**src/rtl/rf_walker_arbiter.sv**
```systemverilog
// Round-robin arbiter sharing one refresh-interval walker among NUM_CH channels.
// Ports: clk, rst_n (async, active-low); ch_req/ch_feat in, ch_ack/ch_trefi/ch_valid out;
//        wk_start + six latched wk_* features out, wk_t_refi/wk_done in; busy, err out.
// Optional watchdog abort enabled by defining RF_ARB_WATCHDOG_EN.
module rf_walker_arbiter #(
    parameter int         NUM_CH        = 4,
    parameter logic [7:0] DEFAULT_TREFI = 8'd64,
    parameter int         TIMEOUT       = 80
) (
    input  logic                  clk,
    input  logic                  rst_n,
    input  logic [NUM_CH-1:0]     ch_req,
    input  logic [48*NUM_CH-1:0]  ch_feat,
    output logic [NUM_CH-1:0]     ch_ack,
    output logic [8*NUM_CH-1:0]   ch_trefi,
    output logic [NUM_CH-1:0]     ch_valid,
    output logic                  wk_start,
    output logic [7:0]            wk_req_per_cycle,
    output logic [7:0]            wk_conflict_load,
    output logic [7:0]            wk_llc_miss,
    output logic [7:0]            wk_traffic_risk,
    output logic [7:0]            wk_rb_locality,
    output logic [7:0]            wk_rb_conflict,
    input  logic [7:0]            wk_t_refi,
    input  logic                  wk_done,
    output logic                  busy,
    output logic                  err
);

    localparam int PW = $clog2(NUM_CH);
    localparam logic [PW:0] NCH = (PW+1)'(NUM_CH);

    typedef enum logic [1:0] {
        IDLE    = 2'd0,
        WAIT    = 2'd1,
        RELEASE = 2'd2
    } state_t;

    state_t        state, state_n;
    logic [PW-1:0] rr_ptr;
    logic [PW-1:0] gnt;
    logic [PW-1:0] pick;
    logic [PW:0]   idx;
    logic          any_req;
    logic [47:0]   pick_feat;
    logic          done_hit;
    logic          abort;
    logic          finish;

    // First requester at or above rr_ptr, wrapping around.
    always_comb begin
        any_req   = 1'b0;
        pick      = rr_ptr;
        pick_feat = '0;
        idx       = '0;
        for (int i = 0; i < NUM_CH; i++) begin
            idx = {1'b0, rr_ptr} + (PW+1)'(i);
            if (idx >= NCH)
                idx = idx - NCH;
            if (!any_req && ch_req[idx[PW-1:0]]) begin
                any_req = 1'b1;
                pick    = idx[PW-1:0];
            end
        end
        for (int k = 0; k < NUM_CH; k++) begin
            if (pick == PW'(k))
                pick_feat = ch_feat[48*k +: 48];
        end
    end

    assign done_hit = (state == WAIT) && wk_done;

`ifdef RF_ARB_WATCHDOG_EN
    logic [6:0] wd_cnt;

    // Counts completed WAIT cycles; the TIMEOUT-th one aborts.
    always_ff @(posedge clk or negedge rst_n) begin
        if (!rst_n)
            wd_cnt <= '0;
        else if (state != WAIT)
            wd_cnt <= '0;
        else
            wd_cnt <= wd_cnt + 7'd1;
    end

    // A done on the timeout edge wins over the abort.
    assign abort = (state == WAIT) && !wk_done && (wd_cnt == 7'(TIMEOUT-1));
`else
    assign abort = 1'b0;
`endif

    assign finish = done_hit || abort;

    always_comb begin
        state_n = state;
        unique case (state)
            IDLE:    if (any_req) state_n = WAIT;
            WAIT:    if (finish) state_n = RELEASE;
            RELEASE: if (!wk_done) state_n = IDLE;
            default: state_n = IDLE;
        endcase
    end

    always_ff @(posedge clk or negedge rst_n) begin
        if (!rst_n) begin
            state            <= IDLE;
            rr_ptr           <= '0;
            gnt              <= '0;
            wk_start         <= 1'b0;
            wk_req_per_cycle <= '0;
            wk_conflict_load <= '0;
            wk_llc_miss      <= '0;
            wk_traffic_risk  <= '0;
            wk_rb_locality   <= '0;
            wk_rb_conflict   <= '0;
            ch_ack           <= '0;
            ch_trefi         <= '0;
            ch_valid         <= '0;
            busy             <= 1'b0;
            err              <= 1'b0;
        end else begin
            state  <= state_n;
            busy   <= (state_n != IDLE);
            ch_ack <= '0;
            err    <= abort;
            if (state == IDLE && any_req) begin
                gnt              <= pick;
                wk_start         <= 1'b1;
                wk_req_per_cycle <= pick_feat[7:0];
                wk_conflict_load <= pick_feat[15:8];
                wk_llc_miss      <= pick_feat[23:16];
                wk_traffic_risk  <= pick_feat[31:24];
                wk_rb_locality   <= pick_feat[39:32];
                wk_rb_conflict   <= pick_feat[47:40];
            end
            if (finish) begin
                wk_start <= 1'b0;
                rr_ptr   <= (gnt == PW'(NUM_CH-1)) ? '0 : gnt + PW'(1);
                for (int k = 0; k < NUM_CH; k++) begin
                    if (gnt == PW'(k)) begin
                        ch_ack[k]          <= 1'b1;
                        ch_valid[k]        <= 1'b1;
                        ch_trefi[8*k +: 8] <= wk_done ? wk_t_refi : DEFAULT_TREFI;
                    end
                end
            end
        end
    end

endmodule
```
**config.mk**
```make
export PLATFORM = sky130hd
export DESIGN_NAME = rf_walker_arbiter
export DESIGN_NICKNAME = d
export VERILOG_FILES = /design/src/rtl/rf_walker_arbiter.sv
export SDC_FILE = /design/constraint.sdc
export NUM_CORES = 1
export LEC_CHECK = 0
export BUFFER_PORTS_ARGS = -buffer_cell sky130_fd_sc_hd__buf_2
export CAP_MARGIN = 40
export CORE_ASPECT_RATIO = 1.75
export CORE_MARGIN = 5
export CORE_UTILIZATION = 46
export CTS_BUF_LIST = sky130_fd_sc_hd__clkbuf_2 sky130_fd_sc_hd__clkbuf_4 sky130_fd_sc_hd__clkbuf_8
export DETAILED_ROUTE_END_ITERATION = 12
export PLACE_DENSITY = 0.85
export RECOVER_POWER = 50
export SLEW_MARGIN = 15
export SYNTH_ARGS = -nofsm -noshare
export SYNTH_HDL_FRONTEND = slang
export SYNTH_SLANG_ARGS = --single-unit
```
**constraint.sdc**
```tcl
create_clock -name clk -period 2.8 [get_ports clk]
set_clock_uncertainty 0.2 [all_clocks]
set_input_delay 0.28 -clock clk [delete_from_list [all_inputs] [get_ports clk]]
set_output_delay 0.28 -clock clk [all_outputs]
set_load 0.05 [all_outputs]
```
Word level (Yosys, flattened, before mapping)
Cells that the tools add are included.
- logic and storage cells: 98
- output and inout port bits: 91
- register bits after elaboration: 96
- reductions and logical operators: 17
- equality and inequality tests: 8
- magnitude comparators: 8
- mux-type cells: 37
- $add $sub $neg: 8
- operators with widths (operator ; number):
    48-bit two-way mux ; 4
    2-bit two-way mux ; 12
    1-bit two-way mux ; 14
    2-bit by 3-bit < comparator with 1-bit output, second input constant ; 4
    2-bit equality test, second input constant ; 5
    3-bit >= comparator, second input constant ; 3
    1-bit binary-select mux with 2-bit select ; 4
    8-bit two-way mux ; 1
    2-bit AND reduction ; 4
    2-bit by 1-bit subtractor with 2-bit output, second input constant ; 4
    2-bit by 2-bit adder with 3-bit output, second input constant ; 2
    2-bit by 1-bit equality test with 1-bit output, second input constant ; 3
    2-bit logical NOT ; 3
    2-bit case mux with 3 select lines ; 1
    1-bit logical AND ; 5
    4-bit two-way mux ; 1
    2-bit nonzero test ; 2
    2-bit by 1-bit adder with 3-bit output, second input constant ; 1
    2-bit by 3-bit >= comparator with 1-bit output, second input constant ; 1
    1-bit logical NOT ; 3
    2-bit by 1-bit adder with 2-bit output, second input constant ; 1

Longest topological paths before layout
Gate-level depths: netlist of the first run.
- depth in word-level cells: 19
- gate-level depth with buffers: 8
- depth with buffers taken out: 5

Worst setup path before layout of the first run
OpenSTA, ideal clock, no wires.
- kind: reg-to-reg
- start: register rr_ptr[1]
- end: register wk_conflict_load[1]
- data arrival time: 1.655 ns
- cell stages (with the launch flop): 8
- data required time: 2.513 ns
- setup time: 0.087 ns
- setup slack: 0.858 ns
- clock period less this slack: 1.942 ns
- cells stage by stage: dfrtp_1 -> and3b_1 -> or4_4 -> nand3_2 -> buf_6 -> buf_12 -> a211oi_2 -> a211oi_2
- word-level cells in the longest chain between the ends: 19
- ends and longest elaborated chain (item ; line ; source):
    start: declaration ; 40 ; logic [PW-1:0] rr_ptr;
    start signal: assignment ; 138 ; rr_ptr <= (gnt == PW'(NUM_CH-1)) ? '0 : gnt + PW'(1);
    branches (longest 19 deep; another with 2-bit by 1-bit adder with 3-bit output) ; - ;
    end signal: assignment ; 130 ; wk_conflict_load <= pick_feat[15:8];
    end: declaration ; 19 ; output logic [7:0] wk_conflict_load,
Parallel ways; which one is timed is not known. The select of a mux whose other input is x is not followed.
A chain may end at the register's enable or synchronous reset.

Worst setup path in the final report of the first run
- start: register rr_ptr[1]
- end: register wk_llc_miss[2]
- word-level cells in the longest chain between the ends: 19
- ends and longest elaborated chain (item ; line ; source):
    branches (longest 19 deep; another with 2-bit by 1-bit adder with 3-bit output) ; - ;
    end signal: assignment ; 131 ; wk_llc_miss <= pick_feat[23:16];
    end: declaration ; 20 ; output logic [7:0] wk_llc_miss,
Parallel ways; which one is timed is not known. The select of a mux whose other input is x is not followed.

==> results of run 1 <==
power breakdown:
| part | internal, mW | switching [mW] | total, mW |
|---|---|---|---|
| combinational | 1.67 | 4.22 | 5.89 |
| clock | 0.358 | 0.575 | 0.934 |
| sequential | 2.07 | 0.366 | 2.43 |
| total | 4.10 | 5.16 | 9.26 |
cells by family (layout without fill, tap and decap cells):
kind of cell             Yosys count  in the layout  synth area share
AO/OA/AOI/OAI                    153            153             0.237
buffers and inverters             98            390            0.0841
flip-flops                        96             96             0.443
multiplexers                      82             82             0.159
AND/OR/NAND/NOR                   75             75            0.0642
adder cells (fa/ha/maj)            4              4           0.00924
other                              1              1          0.000692
XOR/XNOR                           1              1           0.00162
critical path, cell delays in order, from the launching register on:
cell	delay (ns)
dfrtp_1	0.46
and3b_1	0.21
or4_4	0.51
a21oi_4	0.50
buf_12	0.30
a211oi_1	0.12
flip-flops by register name, summed over array words and instances (netlist names), 2 cells and up:
register	cells
wk_llc_miss	8
ch_ack	4
wk_req_per_cycle	8
state	2
ch_valid	4
wk_rb_locality	8
rr_ptr	2
ch_trefi	32
wk_rb_conflict	8
wk_conflict_load	8
gnt	2
wk_traffic_risk	8
final cells by class:
class,instances,area (um^2),share of cell area
clock inverter,7,86.3,0.0119
timing repair buffer,319,1670,0.230
inverter,55,206,0.0285
clock buffer,9,124,0.0171
sequential,96,2400,0.331
tap,135,169,0.0233
multi-input combinational,316,2600,0.359
worst min-delay path by stage:
stage / slack (ns) / end / start
global placement: 0.14 / ch_trefi[24] / rst_n
finish: 0.03 / wk_req_per_cycle[6] / ch_feat[54]
detailed placement: 0.16 / ch_trefi[24] / rst_n
floorplan: -0.22 / busy / rst_n
global route: 0.05 / wk_llc_miss[4] / ch_feat[116]
CTS: 0.01 / wk_req_per_cycle[6] / ch_feat[54]
per-layer routing:
metal	wire length [um]	track usage
met1	6230	0.273
met3	1140	0.0435
met5	0	0
met2	9100	0.439
met4	724	0.120
metrics by stage:
step	util	setup WS, ns
global placement	0.605	0.414
CTS	0.632	0.394
detailed placement	0.605	0.398
finish	0.627	0.374
floorplan	-	0.858
global route	0.627	0.153
what timing repair did:
action	in CTS	in global routing
resized for setup	0	0
setup endpoints to repair	0	0
hold endpoints to repair	78	0
hold buffers	10	0
placed cells by master, fill, tap and decap left out, drive strengths merged:
cell type	count
a211o	1
a211oi	97
a21o	1
a21oi	1
a31oi	48
and2	1
and3	1
and3b	2
buf	266
clkbuf	52
clkinv	5
conb	1
dfrtp	96
dlygate4sd3	10
ha	4
inv	57
mux2	34
mux2i	48
nand2	5
nand2b	4
nand3	1
nor2	50
nor2b	5
nor3	2
nor4	1
o21ai	4
o21bai	1
or2	1
or3	1
or4	1
xor2	1
==> metrics.csv, run 1 <==
stage,metric,value,unit
global_route,GRT Total Usage,0.244,
power_and_ir_drop,Leakage,3.54,nW
critical_path,Worst Setup SP,rr_ptr[1],
critical_path,r2r endpoint,wk_llc_miss[2],
global_route,via count of the first global-routing pass,5494,
sta,worst relative slew slack,0.185,
global_route,largest net degree at the start of global routing,51,
status,status,finished clean,
drt,Avg WL per Cell,18.3,um
drt,Detail Route Antenna Nets,0,
layout,area grow syn2layout,33.9,%
yosys,syn nets,721,
floorplan,die width,92.0,um
critical_path,Worst setup SP type,flop,
sta,"Hold Violations, Final",0,
layout,Final #Nets,1008,
yosys,synthesized area,5420,um^2
clock_tree,Sink Count,96,
yosys,"Seq/Total Area, Yosys",0.443,
sta,Achievable Freq,412,MHz
yosys,Area contributors post-synth,"dfrtp_1 (44%), a211oi_2 (9.5%), mux2i_1 (8.9%)",
critical_path,worst setup path end,wk_llc_miss[2],
critical_path,"Max FO, Critical Path",32,
layout,n_diodes,0,
yosys,number of synthesized flops with an enable pin,0,
sta,Setup TNS,0,ns
clock_tree,clk slew on worst S/H paths,0.11,ns
critical_path,Crit path arrival time,2.47,ns
sta,hold_ws,0.0309,ns
global_route,first-pass GRT wire length,27600,um
critical_path,Worst R2R Setup Slack,0.37,ns
clock_tree,Setup Buffers After CTS,0,
global_route,initial antenna violation count,0,
clock_tree,number of CTS-inserted buffers,9,
layout,final instance area,7260,um^2
clock_tree,worst-skew pair later-pin latency,0.36,ns
sta,Final period util,0.867,
floorplan,num rows,52,
sta,final setup vio count,0,
place,DP Cell Count,911,
yosys,share of the synthesized area in the top cell type,0.443,
clock_tree,H-Tree Depth,3,
place,routability cong.,0.827,
yosys,Yosys reg bits,96,
sta,RSZ-0062 raised after global routing,no,
yosys,"FFs w/ async S/R, synth",1.00,
min_path,Hold Path Class,in -> reg,
drt,Detailed Route Iter0 Violations,193,
layout,fraction of layout instances using a drive strength above 1,0.459,
drt,drt first pass iters,5,
drt,Total Routed Length,17200,um
clock_tree,clock root buffer,clkbuf_8,
sta,Final min period,2.43,ns
clock_tree,Clock Tree Buf Depth,2,
place,Post-DP HPWL,12900,um
clock_tree,CTS tree,yes,
drt,vias per cell,5.49,
critical_path,crit path kind,reg -> reg,
min_path,WHS Path Cells,3,
power_and_ir_drop,Power Dens Cells,1280,nW/um^2
floorplan,Die Ht,154,um
floorplan,core area,11600,um^2
power_and_ir_drop,total power,9.26,mW
yosys,Post-Synthesis Cells,510,
yosys,Synth top cells by count,"dfrtp_1 (96), a211oi_1 (56), inv_1 (55)",
layout,Layout Cells excl Fill,937,
yosys,"Warnings, synthesis",0,
power_and_ir_drop,maximum vdd ir drop,655,uV
floorplan,initial cell density of the core,0.468,
critical_path,Crit. End Element,flop,
yosys,Netlist cell types,35,
yosys,dominant cell by count in the synthesized netlist,dfrtp_1,
critical_path,r2r worst-path depth,5,
sta,final max-slew violation count,0,
yosys,Post-synth top flop,dfrtp_1,
sta,Least-Margin Pin Slew,1.22,ns
layout,# fillers,995,
yosys,Avg Inst Size Synth,10.6,um^2
floorplan,Die ar.,14100,um^2
drt,routed via count,5144,
yosys,"area leader, netlist",dfrtp_1,
critical_path,"Req. time, crit path",2.85,ns
floorplan,I/O pin cnt,298,
place,port bufs,296,
drt,# DRC,0,
global_route,grt ovf,0,
place,placed cell area,7010,um^2
critical_path,worst r2r src,rr_ptr[1],
flow_run,max_cap viols,0,
(Power assumes the default switching activity.)
==> run 2, diff against run 1 <==
--- a/config.mk
+++ b/config.mk
@@ -5,14 +5,15 @@
 export SDC_FILE = /design/constraint.sdc
 export NUM_CORES = 1
 export LEC_CHECK = 0
+export ABC_AREA = 1
 export BUFFER_PORTS_ARGS = -buffer_cell sky130_fd_sc_hd__buf_2
 export CAP_MARGIN = 40
 export CORE_ASPECT_RATIO = 1.75
 export CORE_MARGIN = 5
-export CORE_UTILIZATION = 46
+export CORE_UTILIZATION = 47
 export CTS_BUF_LIST = sky130_fd_sc_hd__clkbuf_2 sky130_fd_sc_hd__clkbuf_4 sky130_fd_sc_hd__clkbuf_8
 export DETAILED_ROUTE_END_ITERATION = 12
-export PLACE_DENSITY = 0.85
+export PLACE_DENSITY = 0.86
 export RECOVER_POWER = 50
 export SLEW_MARGIN = 15
 export SYNTH_ARGS = -nofsm -noshare
==> run 2 against run 1 <==
Routed wire length increased by 22%. Synthesized cell count increased by 59%. Global-route usage increased by 5.7 points. Maximum frequency decreased by 6.6%. First-iteration DRC count increased by 47%. Utilization increased by 5.3 points. Sequential share of layout area decreased by 2.6 points. Die area increased by 0.14%. Cell area increased by 8.5%. Flip-flop and latch count unchanged. Largest cell class unchanged.
==> metrics.csv, run 2 <==
stage,metric,value,unit,change
status,status,finished clean,,
sta,worst relative slew slack,0.301,,+0.116
layout,final instance area,7870,um^2,+8.5%
drt,drt first pass iters,4,,-1
layout,Largest register FFs,32,,unchanged
clock_tree,clock root buffer,clkbuf_8,,
yosys,Avg Inst Size Synth,6.84,um^2,-36%
layout,Final #Nets,1356,,+35%
yosys,Yosys reg bits,96,,unchanged
yosys,number of synthesized flops with an enable pin,0,,unchanged
yosys,Netlist cell types,26,,-26%
yosys,"Seq/Total Area, Yosys",0.433,,-0.0101
place,DP Cell Count,1215,,+33%
clock_tree,CTS tree,yes,,
floorplan,initial cell density of the core,0.479,,+0.0109
layout,Biggest register,ch_trefi,,
drt,vias per cell,5.20,,-5.2%
critical_path,"Slowest-stage cell, CP",dfrtp_2,,
yosys,dominant cell by count in the synthesized netlist,nand2_1,,
critical_path,"slowest stage delay, CP",0.50,ns,about the same
clock_tree,clk slew on worst S/H paths,0.12,ns,about the same
layout,"most common cell after layout, fill and taps aside",nand2_1,,
critical_path,r2r worst-path depth,15,,+10
floorplan,Die Ht,154,um,about the same
layout,fraction of layout instances using a drive strength above 1,0.281,,-0.178
drt,routed via count,6696,,+30%
drt,Total Routed Length,21000,um,+22%
yosys,"FFs w/ async S/R, synth",1.00,,unchanged
place,routability cong.,0.902,,+9.1%
yosys,"Warnings, synthesis",0,,unchanged
layout,area grow syn2layout,42.0,%,
global_route,grt ovf,0,,unchanged
clock_tree,worst-skew pair later-pin latency,0.37,ns,about the same
yosys,"area leader, netlist",dfrtp_1,,
sta,final setup vio count,0,,unchanged
place,port bufs,296,,unchanged
critical_path,"Req. time, crit path",2.92,ns,+0.07 ns
clock_tree,H-Tree Depth,3,,unchanged
yosys,Synth top cells by count,"nand2_1 (322), dfrtp_1 (96), inv_1 (92)",,
critical_path,Crit path arrival time,2.72,ns,+0.25 ns
place,placed cell area,7170,um^2,+2.2%
min_path,Hold Path End,ch_trefi[0],,
sta,RSZ-0062 raised after global routing,no,,
sta,Setup TNS,0,ns,unchanged
sta,Final min period,2.60,ns,+0.171 ns
global_route,via count of the first global-routing pass,6849,,+25%
layout,Layout Cells excl Fill,1287,,+37%
sta,final max-slew violation count,0,,unchanged
min_path,Hold Path Class,in -> reg,,
floorplan,die width,92.1,um,about the same
clock_tree,number of CTS-inserted buffers,9,,unchanged
critical_path,worst r2r src,rr_ptr[0],,
yosys,syn nets,1021,,+42%
yosys,Area contributors post-synth,"dfrtp_1 (43%), nand2_1 (22%), nand3_1 (6.9%)",,
critical_path,cell mode on critical path,nand2_1,,
floorplan,num rows,52,,unchanged
sta,hold_ws,0.0141,ns,-0.0168 ns
sta,Achievable Freq,385,MHz,-6.6%
layout,# fillers,1000,,+0.50%
sta,Least-Margin Pin Slew,1.05,ns,-0.173 ns
drt,Detailed Route Iter0 Violations,284,,+47%
yosys,Post-synth top flop,dfrtp_1,,
sta,Final period util,0.928,,+0.0611
drt,Detail Route Antenna Nets,0,,unchanged
global_route,largest net degree at the start of global routing,57,,+12%
min_path,Hold Path Origin,wk_t_refi[0],,
critical_path,Worst setup SP type,flop,,
critical_path,crit path cell chain,buf_4 -> nand2_1 -> nand2_1 -> nand2_1 -> nand2_2 -> nor2_2 -> nand4_2 -> nand2_2 -> inv_4 -> nor2_2 -> buf_4 -> nand2_1 -> nand3_1 -> nand2_1 -> nand2_1,,
flow_run,max_cap viols,0,,unchanged
yosys,synthesized area,5540,um^2,+2.3%
yosys,Post-Synthesis Cells,810,,+59%
critical_path,"Max FO, Critical Path",15,,-53%
floorplan,I/O pin cnt,298,,unchanged
min_path,WHS Path Cells,3,,unchanged
critical_path,Crit. End Element,flop,,
global_route,initial antenna violation count,2,,+2
floorplan,Die ar.,14200,um^2,+0.14%
yosys,share of the synthesized area in the top cell type,0.433,,-0.0101
layout,"commonest cells after routing, fill and taps aside","nand2_1 (322), buf_2 (252), dfrtp_1 (94), inv_1 (91), nand3_1 (76)",,
clock_tree,Sink Count,96,,unchanged
place,Post-DP HPWL,14800,um,+14%
sta,"Hold Violations, Final",0,,unchanged
clock_tree,Clock Tree Buf Depth,2,,unchanged
global_route,first-pass GRT wire length,33700,um,+22%
drt,# DRC,0,,unchanged
drt,Avg WL per Cell,16.3,um,-11%
critical_path,crit path kind,reg -> reg,,
critical_path,Worst R2R Setup Slack,0.20,ns,-0.17 ns
critical_path,r2r endpoint,wk_rb_locality[2],,
global_route,GRT Total Usage,0.300,,+0.0567
floorplan,core area,11600,um^2,unchanged
## run 2: metrics by stage
stage | utilization | setup WS (ns)
2_1_floorplan | - | 0.619
3_3_place_gp | 0.619 | 0.118
3_5_place_dp | 0.619 | 0.0594
4_1_cts | 0.684 | 0.0266
5_1_grt | 0.680 | 0.00179
6_report | 0.680 | 0.202
## run 2: repair_timing
action | CTS | global route
setup buffers | 0 | 0
hold endpoints to repair | 82 | 0
endpoints found under the setup margin | 0 | 48
gates resized for setup | 0 | 6
hold buffers | 54 | 0
## run 2: worst max-delay path: cells and delay by family, from the launching register on
kind                   cells  cell delay (ns)
DFF                        1             0.50
buffers and inverters      3             0.54
and+or+nand+nor           12             1.29
## run 2: kinds of logic (layout without fill, tap and decap cells)
logic type | count (synthesis) | in the layout | share of synthesized area
AO/OA/AOI/OAI | 119 | 119 | 0.108
adder cells (fa/ha/maj) | 4 | 4 | 0.00903
buffers and inverters | 150 | 490 | 0.116
flip-flops | 96 | 96 | 0.433
other | 1 | 3 | 0.000676
AND/OR/NAND/NOR | 440 | 440 | 0.333
## run 2: how the worst max path moves through the flow
stage,to,start,depth (start not counted)
finish,wk_rb_locality[2],rr_ptr[0],15
CTS,wk_rb_locality[2],rr_ptr[0],15
global placement,wk_rb_locality[2],rr_ptr[0],15
floorplan,wk_llc_miss[1],rr_ptr[1],17
detailed placement,wk_rb_locality[2],rr_ptr[0],15
global route,wk_rb_locality[2],rr_ptr[0],15
## run 2: area by class of cell
cell class / count / area (um^2) / area share
Antenna cell: 2 / 5.00 / 0.000636
Clock buffer: 9 / 124 / 0.0157
Clock inverter: 7 / 93.8 / 0.0119
Inverter: 104 / 398 / 0.0505
Multi-Input combinational cell: 564 / 2510 / 0.319
Sequential cell: 96 / 2400 / 0.305
Tap cell: 135 / 169 / 0.0215
Timing Repair Buffer: 370 / 2170 / 0.275
## run 2: per-layer routing
metal  share of wire  global-route usage
met5               0                   0
met3           0.078              0.0655
met2            0.50               0.506
met4           0.059               0.195
met1            0.36               0.340
Power of run 2 is left out: the tool's default activity adds up to more than one toggle a clock period on the data nets, which glitch-free logic cannot reach.
